## src/rtl/muldiv_sequencer.sv

```systemverilog
// muldiv_sequencer: accepts one MULT/DIV request from the control unit,
// starts the selected iterative unit and waits for its done. On completion
// it steers the Hi/Lo source muxes and pulses the Hi/Lo writes. It also
// reports divide-by-zero, a sticky timeout, and busy.
module muldiv_sequencer #(
    parameter int TIMEOUT = 40,
    parameter int CNT_W   = 6
) (
    input  logic        clk,
    input  logic        reset,
    input  logic        op_valid,
    input  logic        op_is_div,
    input  logic [31:0] operand_b,
    input  logic        abort,
    output logic        op_ready,
    output logic        mult_start,
    input  logic        mult_done,
    output logic        div_start,
    input  logic        div_done,
    output logic        hi_src,
    output logic        lo_src,
    output logic        hi_write,
    output logic        lo_write,
    output logic        busy,
    output logic        done,
    output logic        dzero,
    output logic        timeout
);

    typedef enum logic [2:0] {
        S_IDLE,
        S_MULT_RUN,
        S_DIV_RUN,
        S_WB,
        S_DZERO,
        S_ERR
    } state_t;

    state_t           r_state;
    state_t           w_next;
    logic [CNT_W-1:0] r_cnt;
    logic             r_src;       // 1 = multiplier, 0 = divider

    logic w_run;
    logic w_accept;
    logic w_b_zero;
    logic w_unit_done;
    logic w_sampled_done;
    logic w_timeout_hit;

    assign w_run    = (r_state == S_MULT_RUN) || (r_state == S_DIV_RUN);
    assign w_accept = op_valid && (r_state == S_IDLE) && !abort;
    assign w_b_zero = (operand_b == 32'd0);

    // Only the selected unit's done matters; the other unit's done is ignored.
    assign w_unit_done    = (r_state == S_MULT_RUN) ? mult_done : div_done;
    // A done seen in the start cycle belongs to an earlier operation.
    assign w_sampled_done = w_unit_done && (r_cnt != '0);
    assign w_timeout_hit  = (r_cnt == CNT_W'(TIMEOUT));

    assign hi_src = r_src;
    assign lo_src = r_src;

    // Next-state selection and the state-decoded output pulses.
    always_comb begin
        // NOTE: every signal assigned here gets a default first, so no path
        // leaves it unassigned and no latch is inferred.
        w_next     = r_state;
        op_ready   = 1'b0;
        busy       = 1'b1;
        mult_start = 1'b0;
        div_start  = 1'b0;
        hi_write   = 1'b0;
        lo_write   = 1'b0;
        done       = 1'b0;
        dzero      = 1'b0;
        timeout    = 1'b0;

        case (r_state)
            S_IDLE: begin
                op_ready = 1'b1;
                busy     = 1'b0;
                if (w_accept) begin
                    if (!op_is_div)    w_next = S_MULT_RUN;
                    else if (w_b_zero) w_next = S_DZERO;
                    else               w_next = S_DIV_RUN;
                end
            end
            S_MULT_RUN, S_DIV_RUN: begin
                mult_start = (r_state == S_MULT_RUN) && (r_cnt == '0);
                div_start  = (r_state == S_DIV_RUN)  && (r_cnt == '0);
                // Abort discards even a coincident done; done beats timeout.
                if (abort)               w_next = S_IDLE;
                else if (w_sampled_done) w_next = S_WB;
                else if (w_timeout_hit)  w_next = S_ERR;
            end
            S_WB: begin
                hi_write = 1'b1;
                lo_write = 1'b1;
                done     = 1'b1;
                w_next   = S_IDLE;
            end
            S_DZERO: begin
                dzero  = 1'b1;
                w_next = S_IDLE;
            end
            S_ERR: begin
                timeout = 1'b1;
            end
            default: begin
                w_next = S_IDLE;
            end
        endcase
    end

    // State register; ERR is left only through reset.
    always_ff @(posedge clk) begin
        // NOTE: sequential state uses non-blocking assignments so every
        // register samples pre-edge values regardless of block ordering.
        if (reset) r_state <= S_IDLE;
        else       r_state <= w_next;
    end

    // RUN cycle counter: cleared on acceptance, counts every RUN cycle.
    always_ff @(posedge clk) begin
        if (reset)         r_cnt <= '0;
        else if (w_accept) r_cnt <= '0;
        else if (w_run)    r_cnt <= r_cnt + CNT_W'(1);
    end

    // Hi/Lo source selection, latched only by an accepted MULT or real DIV.
    always_ff @(posedge clk) begin
        if (reset)
            r_src <= 1'b0;
        else if (w_accept && !(op_is_div && w_b_zero))
            r_src <= !op_is_div;
    end

endmodule
```

## config.mk

```make
export PLATFORM = sky130hd
export DESIGN_NAME = muldiv_sequencer
export DESIGN_NICKNAME = d
export VERILOG_FILES = /design/src/rtl/muldiv_sequencer.sv
export SDC_FILE = /design/constraint.sdc
export NUM_CORES = 1
export LEC_CHECK = 0
export ABC_CLOCK_PERIOD_IN_PS = 3800
export CAP_MARGIN = 25
export CORE_MARGIN = 3
export CORE_UTILIZATION = 35
export DETAILED_ROUTE_END_ITERATION = 12
export PLACE_DENSITY = 0.75
export SLEW_MARGIN = 20
export SYNTH_ARGS = -nofsm -noshare
export SYNTH_HDL_FRONTEND = slang
export SYNTH_SLANG_ARGS = --single-unit
```

## constraint.sdc

```tcl
create_clock -name clk -period 3.8 [get_ports clk]
set_input_delay 0.95 -clock clk [delete_from_list [all_inputs] [get_ports clk]]
set_output_delay 0.95 -clock clk [all_outputs]
set_load 0.05 [all_outputs]
```

Word level (Yosys, flattened, before mapping):

Cells that the tools add are included.

* equality and inequality tests: 8
* bitwise gates (word level): 1
* reductions and logical operators: 18
* add/sub/neg operators: 1
* muxes and demuxes: 15

Operators with widths (number)
* 32-bit zero test: 1
* 3-bit two-way mux: 6
* 3-bit one-hot mux with 3 select lines: 1
* 1-bit two-way mux: 8
* 1-bit logical AND: 7
* 6-bit by 1-bit adder with 6-bit output, second input constant: 1
* 3-bit by 2-bit equality test with 1-bit output, second input constant: 2
* 3-bit equality test, second input constant: 2
* 6-bit equality test, second input constant: 1
* 6-bit zero test: 1
* 6-bit nonzero test: 1
* 4-bit inequality test, second input constant: 1
* 2-bit OR reduction: 2
* 3-bit by 1-bit equality test with 1-bit output, second input constant: 1
* 1-bit zero test: 3
* 3-bit zero test: 1
* 3-bit AND reduction: 1
* 2-bit inequality test, second input constant: 1
* 1-bit logical OR: 1
* 1-bit inverter: 1

* logic and storage cells: 46
* input bits: 39
* output and inout bits: 11
* register bits after elaboration: 10

Longest topological paths before layout:

* depth after elaboration: 6
* mapped depth: 7
* gate-level depth less buffers: 7

Worst setup path before layout:

Ideal clock, no wire load.

* kind: reg2out
* from: reg r_cnt[0]
* to: out div_start
* slack: 0.336 ns
* buffers on the path: 0
* data required time: 2.850 ns
* stages on the path, launching flop included: 6
* data arrival time: 2.514 ns
* cell sequence: dfxtp_1 > inv_1 > ha_1 > nor3b_2 > nor3b_2 > nor4bb_1

* word-level cells in the longest chain between the ends: 3

Ends and longest elaborated chain
* from (decl): RTL line 41 `logic [CNT_W-1:0] r_cnt;`
* from (signal assigned): RTL line 128 `else if (w_run) r_cnt <= r_cnt + CNT_W'(1);`
* 6-bit zero test: RTL line 91 `div_start = (r_state == S_DIV_RUN) && (r_cnt == '0);`
* 1-bit logical AND: RTL line 91
* 1-bit two-way mux: RTL line 79 `case (r_state)`
* to (decl): RTL line 18 `output logic div_start,`

No other way between the ends.

Worst setup path after layout:

Same ends and word-level chain as after synthesis.

==> metrics <==
status completed; Fill cells 157; HPWL Detailed 1.822 mm; leak pwr 0.4384 nW; Die Width 51.85 um; die height 51.85 um; max cap viols 0; via count 832; Pre-antenna DRT Iters 4; critical path's slowest cell clkdlybuf4s50_1; register area share after synthesis 0.2721; Crit path depth 6; Reg2Reg Depth 5; CP Capture Type output port; Gate Count Post-Synth 89; Residual DRC 0; Worst Path Required 2.85 ns; Total Power 0.0006632 W; Final period util 0.9090; full die area 0.002688 mm^2; Cell variety after synth 30; Fmax achieved 289.5 MHz; IO Port Bufs 49; H-tree depth 1; share of layout cells above drive strength 1 0.08889; Routed Antenna Nets 0; Final Max Tran Viols 0; Cell Area, Synth 735.7 um^2; first-pass GRT wire length 3.663 mm; crit path DAT 2.50 ns; Peak supply drop 0.3247 mV; critical path class flip-flop to output port; clock slew at reported path FFs 0.06 ns; final worst setup slack 0.3458 ns; root buf cell clkbuf_4; Placed Area 0.001214 mm^2; min cycle time layout 3.454 ns; DP Worst Slack 0.6407 ns; final setup fails 0; Worst slew margin 0.6615; met2 WL 1.209 mm; critical-path cell list inv_1, ha_1, nor3b_2, nor3b_2, nor4bb_1, clkdlybuf4s50_1; vias in the first global route 802; clock tree from TritonCTS built; syn nets 130; # clock sinks 10; Crit path max-delay family buffers and inverters; Hold Violations, Final 0; pin count of the biggest net entering global routing 14; biggest cell delay along the critical path 0.85 ns; pwr/cell area 536.5 mW/mm^2; nets@finish 178; cell area after layout 0.001236 mm^2; routed len/inst 13.62 um; cell repeated most along the worst path nor3b_2; GP Congestion 0.8362; initial antenna violation count 0; DR iter-0 viols 12; Avg Inst Size Synth 8.266 um^2; ANT cells 0; total grt overflow 0; Ys Warns 0; Post-CTS Resized 0; WL met1 862 um; Initial Util 0.3960; cts hold-fix bufs 0; area delta synth->final 68.03%; Setup crit start kind flip-flop; I/O pin count 50; Clock Latency Late Sink 0.25 ns; std cell rows 15; uppermost layer routed met4; Worst Path Max Fanout 4; Placeable Area 0.001858 mm^2; total length of routed met3 wires 88 um; register bit total from synthesis 10; sum of buffers and inverters on the critical path 2; TritonCTS buffer count 3; Setup Fix Bufs, Post-CTS 0; Worst Hold Class flip-flop to flip-flop; Avg Vias per Cell 5.200; Slew @ Worst Pin 0.5061 ns; TNS Setup 0 ns; clk_skew 0.0005061 ns; overall routed net length 2.179 mm; Total GRT Usage 0.1815; RSZ-0062 raised after global routing no; clk buf depth 2; Hold Path Stages 2
-- state kept, by name, summed over array words and instances, names as in the netlist --
| name | cells |
|---|---|
| hi_src | 1 |
| r_state | 3 |
| r_cnt | 6 |
-- path summary, 6_finish.rpt --
kind,from,endpoint,slack [ns]
min reg2reg,hi_src,hi_src,0.50
min,hi_src,hi_src,0.50
max,r_cnt[0],div_start,0.35
max reg2reg,r_state[0],r_state[1],2.06
-- cells in the mapped netlist --
cell type  instances  area (um^2)
nor3b_2            2        25.02
mux2i_1            1        10.01
nor3_2             3        30.03
o2bb2ai_1          1        8.760
inv_1              6        22.52
a31oi_1            1        6.260
o211ai_2           1        12.51
nor3b_1            1        7.510
o2111a_1           1        11.26
nand2_1            6        22.52
ha_1               2        25.02
xor2_1             3        26.28
o211ai_1           1        7.510
nand3_1            5        25.02
nand4_1            4        25.02
buf_6              1        11.26
and2_1             1        6.260
a21o_2             1        8.760
nor2_1             8        30.03
nor4bb_1           1        10.01
a211oi_2           1        12.51
and3b_1            2        17.52
nor4_1             9        56.30
a21oi_1            4        20.02
buf_2              2        10.01
xnor2_1            3        26.28
buf_4              3        22.52
dfxtp_1           10        200.2
o21ai_0            4        20.02
nor3b_4            1        18.77
-- worst min-delay path, cell delays in order (launching register included) --
cell,delay [ns]
dfxtp_1,0.32
o21ai_0,0.07
a21oi_1,0.06
-- layout make-up --
type	instances	area [um^2]	share of cell area
Tap cell	25	31.28	0.02530
Multi-Input combinational cell	67	469.2	0.3796
Sequential cell	10	200.2	0.1619
Inverter	6	22.52	0.01822
Timing Repair Buffer	49	490.5	0.3968
Clock buffer	3	22.52	0.01822
-- power breakdown --
group | total, W | internal [W] | leakage (nW) | switching [W]
clock | 0.0000671 | 0.0000363 | 0.0138 | 0.0000308
combinational | 0.000423 | 0.000177 | 0.343 | 0.000247
sequential | 0.000173 | 0.000123 | 0.0813 | 0.0000497
-- routing by layer --
metal | GRT usage | vias to the layer above
met4 | 0.03930 | 0
li1 | - | 415
met2 | 0.3305 | 27
met5 | 0 | -
met3 | 0.03725 | 2
met1 | 0.2154 | 388
-- kinds of logic after synthesis --
group / Yosys count / share of synthesized area
XOR/XNOR: 6 / 0.07144
buffers and inverters: 12 / 0.09013
AND/OR/NAND/NOR: 43 / 0.3724
adder cells (fa/ha/maj): 2 / 0.03401
multiplexers: 1 / 0.01361
flip-flops: 10 / 0.2721
AO/OA/AOI/OAI: 15 / 0.1463
-- cells in the final DEF (no fill, tap or decap), types with 2 or more instances in the layout --
| cell type | netlist | routed |
|---|---|---|
| clkbuf_4 | 0 | 3 |
| nor2_1 | 8 | 8 |
| ha_1 | 2 | 2 |
| dfxtp_1 | 10 | 10 |
| xnor2_1 | 3 | 3 |
| o21ai_0 | 4 | 4 |
| nor3b_2 | 2 | 2 |
| a21oi_1 | 4 | 4 |
| and3b_1 | 2 | 2 |
| inv_1 | 6 | 6 |
| nand2_1 | 6 | 6 |
| xor2_1 | 3 | 3 |
| nand3_1 | 5 | 5 |
| clkdlybuf4s50_1 | 0 | 49 |
| nor4_1 | 9 | 9 |
| nor3_2 | 3 | 3 |
| nand4_1 | 4 | 4 |
-- per-stage QoR --
| stage | hold slack [ns] | util | cells |
|---|---|---|---|
| 2_1_floorplan | 0.4837 | - | 89 |
| 3_3_place_gp | 0.4931 | 0.6532 | 157 |
| 3_5_place_dp | 0.4854 | 0.6532 | 157 |
| 4_1_cts | 0.5054 | 0.6653 | 160 |
| 5_1_grt | 0.5805 | 0.6653 | 160 |
| 6_report | 0.5035 | 0.6653 | 160 |
No activity file was read; power rests on OpenSTA's default activity.
